**src/rtl/spi_cfg_master.sv**
```systemverilog
// SPI mode-0 configuration master: one 16-bit register write/read frame per start.
// Frame layout {rw, 1'b0, addr, wdata|8'h00}, shifted MSB first.
module spi_cfg_master #(
  parameter int unsigned CLK_DIV = 4
) (
  input  logic       clk,
  input  logic       rst,
  input  logic       start,
  input  logic       rw,
  input  logic [5:0] addr,
  input  logic [7:0] wdata,
  output logic       busy,
  output logic       done,
  output logic [7:0] rdata,
  output logic       sclk,
  output logic       cs_n,
  output logic       mosi,
  input  logic       miso
);

  typedef enum logic [2:0] {
    IDLE,
    SETUP,
    SHIFT,
    HOLD,
    GAP
  } state_t;

  localparam logic [7:0] DIV_LAST = 8'(CLK_DIV - 1);

  state_t      state;
  logic [7:0]  div_cnt;
  logic [4:0]  bit_cnt;
  logic [15:0] tx_sh;
  logic [15:0] rx_sh;
  logic        rw_q;
  logic        div_end;

  assign div_end = (div_cnt == DIV_LAST);

  always_ff @(posedge clk or posedge rst) begin
    if (rst) begin
      state   <= IDLE;
      div_cnt <= '0;
      bit_cnt <= '0;
      tx_sh   <= '0;
      rx_sh   <= '0;
      rw_q    <= 1'b0;
      busy    <= 1'b0;
      done    <= 1'b0;
      rdata   <= '0;
      sclk    <= 1'b0;
      cs_n    <= 1'b1;
      mosi    <= 1'b0;
    end else begin
      done <= 1'b0;
      unique case (state)
        IDLE: begin
          if (start) begin
            state   <= SETUP;
            busy    <= 1'b1;
            cs_n    <= 1'b0;
            rw_q    <= rw;
            tx_sh   <= {rw, 1'b0, addr, (rw ? wdata : 8'h00)};
            mosi    <= rw;
            div_cnt <= '0;
            bit_cnt <= '0;
          end
        end
        SETUP: begin
          if (div_end) begin
            state   <= SHIFT;
            div_cnt <= '0;
          end else begin
            div_cnt <= div_cnt + 8'd1;
          end
        end
        SHIFT: begin
          if (div_end) begin
            div_cnt <= '0;
            sclk    <= ~sclk;
            if (!sclk) begin
              // rising sclk: capture peripheral data
              rx_sh <= {rx_sh[14:0], miso};
            end else begin
              bit_cnt <= bit_cnt + 5'd1;
              if (bit_cnt == 5'd15) begin
                state <= HOLD;
                if (!rw_q) rdata <= rx_sh[7:0];
              end else begin
                mosi  <= tx_sh[14];
                tx_sh <= {tx_sh[14:0], 1'b0};
              end
            end
          end else begin
            div_cnt <= div_cnt + 8'd1;
          end
        end
        HOLD: begin
          if (div_end) begin
            state   <= GAP;
            cs_n    <= 1'b1;
            mosi    <= 1'b0;
            div_cnt <= '0;
          end else begin
            div_cnt <= div_cnt + 8'd1;
          end
        end
        GAP: begin
          if (div_end) begin
            state   <= IDLE;
            busy    <= 1'b0;
            done    <= 1'b1;
            div_cnt <= '0;
          end else begin
            div_cnt <= div_cnt + 8'd1;
          end
        end
        default: state <= IDLE;
      endcase
    end
  end

endmodule
```
**config.mk**
```make
export PLATFORM = sky130hd
export DESIGN_NAME = spi_cfg_master
export DESIGN_NICKNAME = d
export VERILOG_FILES = /design/src/rtl/spi_cfg_master.sv
export SDC_FILE = /design/constraint.sdc
export NUM_CORES = 1
export LEC_CHECK = 0
export BUFFER_PORTS_ARGS = -buffer_cell sky130_fd_sc_hd__buf_2
export CAP_MARGIN = 20
export CORE_UTILIZATION = 45
export DETAILED_ROUTE_END_ITERATION = 10
export GPL_TIMING_DRIVEN = 1
export PLACE_DENSITY = 0.7
export SYNTH_ARGS = -nofsm -noshare
export SYNTH_HDL_FRONTEND = slang
export SYNTH_SLANG_ARGS = --single-unit
export TNS_END_PERCENT = 5
```
**constraint.sdc**
```tcl
create_clock -name clk -period 2.5 [get_ports clk]
set_clock_uncertainty 0.05 [all_clocks]
set_input_delay 0.125 -clock clk [delete_from_list [all_inputs] [get_ports clk]]
set_output_delay 0.125 -clock clk [all_outputs]
set_load 0.02 [all_outputs]
```
# ---- Word level (Yosys, flattened, before mapping)
# Cells that the tools add are included.
dict set report classes {
  bitwise 2
  n_mux 34
  n_reduce_logical 18
  eq_ne 14
  n_addsub 2
}
# op n
set op_table {}
lappend op_table {{$mux W15} 4}
lappend op_table {{$pmux W15 S2} 1}
lappend op_table {{$mux W8} 3}
lappend op_table {{$mux W3} 7}
lappend op_table {{$ne A2 B2 Y1 const B} 8}
lappend op_table {{$pmux W8 S2} 1}
lappend op_table {{$mux W5} 3}
lappend op_table {{$pmux W3 S5} 1}
lappend op_table {{$mux W1} 10}
lappend op_table {{$pmux W5 S2} 1}
lappend op_table {{$reduce_and A5 Y1} 2}
lappend op_table {{$reduce_and A3 Y1} 3}
lappend op_table {{$add A8 B1 Y8 const B} 1}
lappend op_table {{$eq A8 B2 Y1 const B} 1}
lappend op_table {{$reduce_bool A2 Y1} 4}
lappend op_table {{$reduce_and A7 Y1} 1}
lappend op_table {{$eq A3 B2 Y1 const B} 2}
lappend op_table {{$reduce_and A2 Y1} 3}
lappend op_table {{$reduce_and A6 Y1} 1}
lappend op_table {{$add A5 B1 Y5 const B} 1}
lappend op_table {{$eq A5 B4 Y1 const B} 1}
lappend op_table {{$pmux W1 S2} 2}
lappend op_table {{$reduce_and A4 Y1} 1}
lappend op_table {{$reduce_or A4 Y1} 1}
lappend op_table {{6 further kinds} 7}
dict set report word_totals {
  in_bits 19
  output_inout_bits 13
  register_bits 53
  wordCells 82
}

# ---- Depth between registers and ports, before layout
dict set report depth {
  ltp_word 5
  mapped_depth 9
  depth_no_buf 7
}

# ---- Worst setup path before layout
# Ideal clock, no wire load.
dict set report synth_timing {
  path_type {reg-to-reg}
  from {reg bit_cnt[0]}
  to {reg tx_sh[8]}
  slack_ns 0.231
  arrival_time_ns 2.094
  setup_time_ns 0.125
  t_required_ns 2.325
  path_buffers 2
  synth_period_minus_slack_ns 2.269
  path_stages_with_launch 10
  path_cell_list {dfrtp_1 -> ha_1 -> and3_1 -> ha_1 -> and3b_1 -> o21ai_0 -> a21o_1 -> clkbuf_1 -> buf_2 -> mux2_2}
}
dict set report synth_via {
  elab_chain_cells 3
}
# item line_no
set synth_lines {}
lappend synth_lines {{start, declared} 33} ;# logic [4:0] bit_cnt;
lappend synth_lines {{start signal, assigned} 86} ;# bit_cnt <= bit_cnt + 5'd1;
lappend synth_lines {{$eq A5 B4 Y1} 87} ;# if (bit_cnt == 5'd15) begin
lappend synth_lines {{$ne A2 B2 Y1 (no source line)} -}
lappend synth_lines {{$reduce_and A5 Y1 (no source line)} -}
lappend synth_lines {{end signal, assigned} 64} ;# tx_sh <= {rw, 1'b0, addr, (rw ? wdata : 8'h00)};
lappend synth_lines {{end signal, assigned} 92} ;# tx_sh <= {tx_sh[14:0], 1'b0};
lappend synth_lines {{end, declared} 34} ;# logic [15:0] tx_sh;
# No other way between the ends.
# A chain may end at the register's enable or synchronous reset.

# ---- Worst setup path after layout
dict set report layout_timing {
  from {reg bit_cnt[0]}
  to {reg tx_sh[0]}
}
# The elaborated chain is that of the path after synthesis.

==> out/qor.yml <==
swShare: 0.2425
hold_end: "busy"
synthesis.nets: 247
clk_path_buf_depth: 2
grt_pass1_vias: 1699
slew_headroom: 0.5472
p_sw_uw: 363.2
clkLatencyLatePin_ps: 310
portBuffers: 31
p_int_uw: 1134
nNetsFinal: 290
cp.arrival_ps: 2440
syn_avg_cell_area_sq_um: 11.56
drive_above_1_share: 0.3358
grt_first_pass_wirelength_um: 7859
filler_cell_count: 510
gp_congestion: 0.7809
synthFlopType: "dfrtp_1"
grt_max_degree: 23
yosysUniqueCellTypes: 41
combPwrFrac: 0.076
worstSetupPathType: "reg2reg"
worstSetupStartpointType: "flop"
drt_pre_antenna_iters: 4
yosys_warnings: 0
clock-root-buffer: "clkbuf_8"
grtUsageTotal: 0.1657
syn_inst: 224
worstHoldStart: "start"
async_reset_ff_frac: 1.000
power_density_nw_per_um2: 501.9
max_freq_mhz: 436.7
seqPwrFrac: 0.594
area_growth_syn_to_layout_pct: 15.22
antenna_found_initial: 0
worst_pin_slew_ps: 676.7
hold_violations: 0
via_per_inst: 5.185
grt_overflow: 0
initial_utilization: 0.4675
place_ws_ps: 215.5
fp.dieH_um: 77.87
leakagePower_uw: 0.001542
reg2reg_to: "tx_sh[0]"
slew_violations: 0
clock_sinks: 53
wl_per_cell_um: 13.39
core.rowCount: 27
r2r_start: "bit_cnt[0]"
netlist_area_sq_um: 2590
rrSetupSlack_ps: 210
h-tree-depth: 2
numCtsBuffers: 5
period_share: 0.9159
drc_errors: 0
via_count: 1763
hpwlAfterDp_um: 3352
synth_edf_count: 0
ant_nets: 0
ir_drop_mv: 0.3236
setup_viol: 0
crit_required_ps: 2650
routed_wl_um: 4551
io_pins: 32
design.core.area_sq_um: 5540
tritoncts: "done"
ff2ff_path_depth: 8
clk_pin_slew_ps: 100
timing.final.ws_setup_ps: 210.4
rsz0062_at_grt: "false"
antenna_cells: 0
drt-initial-drc-count: 68
die_x_um: 77.87
p_clk_frac: 0.330
ys_ff_latch: 53
hold_path.class: "in2reg"
fin_crit_ps: 2290
tns_ps: 0
cap_violations: 0
whs_ps: 118.8
outcome: "complete, no violations"
cp_max_fo: 10
end_kind: "flop"
die_area_sq_um: 6063
min_path_cells: 3
synth_seq_area_share: 0.5126
-- through the flow --
stage	util	instances	cell area (sq um)	power [uW]
floorplan	-	224	2590	979.7
global placement	0.5181	330	2870	1017
detailed placement	0.5181	330	2870	1021
CTS	0.5386	340	2984	1518
global route	0.5386	340	2984	1573
finish	0.5386	340	2984	1498
-- cell type report --
class,instances,area (sq um),area share
inverter,13,48.80,0.01635
multi-input combinational,149,1159,0.3883
sequential,53,1328,0.4449
tap,72,90.09,0.03019
timing repair buffer,45,265.3,0.08889
clock buffer,5,68.82,0.02306
clock inverter,3,25.02,0.008386
-- registers in the layout (all words and copies together) (netlist names) --
| register | count |
|---|---|
| tx_sh | 15 |
| div_cnt | 8 |
| rdata | 8 |
| rx_sh | 8 |
| bit_cnt | 5 |
| state | 3 |
| busy | 1 |
| cs_n | 1 |
| done | 1 |
| mosi | 1 |
| rw_q | 1 |
| sclk | 1 |
-- cells by family (layout without fill, tap and decap cells) --
family,count (synthesis),count (layout),synth area share
AO/OA/AOI/OAI,39,39,0.09420
buffers and inverters,22,66,0.04010
flip-flops,53,53,0.5126
AND/OR/NAND/NOR,62,62,0.1391
XOR/XNOR,4,4,0.01353
multiplexers,40,40,0.1812
adder cells (fa/ha/maj),4,4,0.01932
-- routing by layer --
metal | GRT usage | wire (um)
met1 | 0.2247 | 2234
met2 | 0.2646 | 2139
met3 | 0.03529 | 130
met4 | 0.05094 | 46
met5 | 0 | 0
-- layout by cell type (no fill, tap or decap), types with 7 or more instances in the layout --
cell / netlist / layout
dfrtp_1: 52 / 52
buf_2: 2 / 31
mux2_2: 23 / 23
a21oi_1: 13 / 13
nand2_1: 12 / 12
and3_1: 12 / 12
inv_1: 13 / 12
buf_4: 1 / 12
nand3_1: 11 / 11
nor2_1: 9 / 9
mux2i_1: 9 / 9
mux2_4: 8 / 8
o21ai_0: 7 / 7
-- timing repair --
| action | in CTS | in global routing |
|---|---|---|
| setup buffers | 0 | 0 |
| endpoints found under the setup margin | 0 | 0 |
| gates resized for setup | 0 | 0 |
| hold buffers | 2 | 0 |
| hold endpoints to repair | 21 | 0 |
-- worst max-delay path, cell delays in order (launching register included) --
cell and delay (ps):
dfrtp_1 420, ha_1 240, and3_1 210, ha_1 210, and3b_1 210, o21ai_0 70
a21o_1 320, buf_4 230, a22o_1 220
-- power by group through the flow --
| stage | Sequential [uW] | Combinational, uW | Clock [uW] |
|---|---|---|---|
| 2_1_floorplan | 906 | 73.4 | 0 |
| 3_3_place_gp | 905 | 112 | 0 |
| 3_5_place_dp | 906 | 115 | 0 |
| 4_1_cts | 889 | 117 | 511 |
| 5_1_grt | 892 | 130 | 550 |
| 6_report | 889 | 114 | 494 |
-- cells in the mapped netlist (all sizes together), types with 2 or more instances --
| cell | instances | share of area |
|---|---|---|
| dfrtp | 52 | 0.50 |
| mux2 | 31 | 0.15 |
| a21oi | 13 | 0.025 |
| inv | 13 | 0.019 |
| nand2 | 13 | 0.020 |
| and3 | 12 | 0.029 |
| nand3 | 11 | 0.021 |
| mux2i | 9 | 0.035 |
| nor2 | 9 | 0.013 |
| o21ai | 7 | 0.014 |
| buf | 5 | 0.015 |
| a22o | 4 | 0.014 |
| a31oi | 4 | 0.0097 |
| clkbuf | 4 | 0.0058 |
| ha | 4 | 0.019 |
| and2 | 3 | 0.0072 |
| nor3 | 3 | 0.0097 |
| a21o | 2 | 0.0058 |
| a41oi | 2 | 0.0068 |
| nand2b | 2 | 0.0048 |
| nor3b | 2 | 0.0058 |
| o22ai | 2 | 0.0048 |
| o31ai | 2 | 0.0058 |
| or3b | 2 | 0.0068 |
| xnor2 | 2 | 0.0068 |
| xor2 | 2 | 0.0068 |
-- worst max-delay path by stage --
stage,to,startpoint,cells past startpoint
after floorplan,tx_sh[8],bit_cnt[0],9
after global placement,tx_sh[0],bit_cnt[0],8
after detailed placement,tx_sh[0],bit_cnt[0],8
after CTS,tx_sh[0],bit_cnt[0],8
after global routing,tx_sh[1],bit_cnt[0],8
final,tx_sh[0],bit_cnt[0],8
Note: power is estimated with default switching activity, not from simulation.
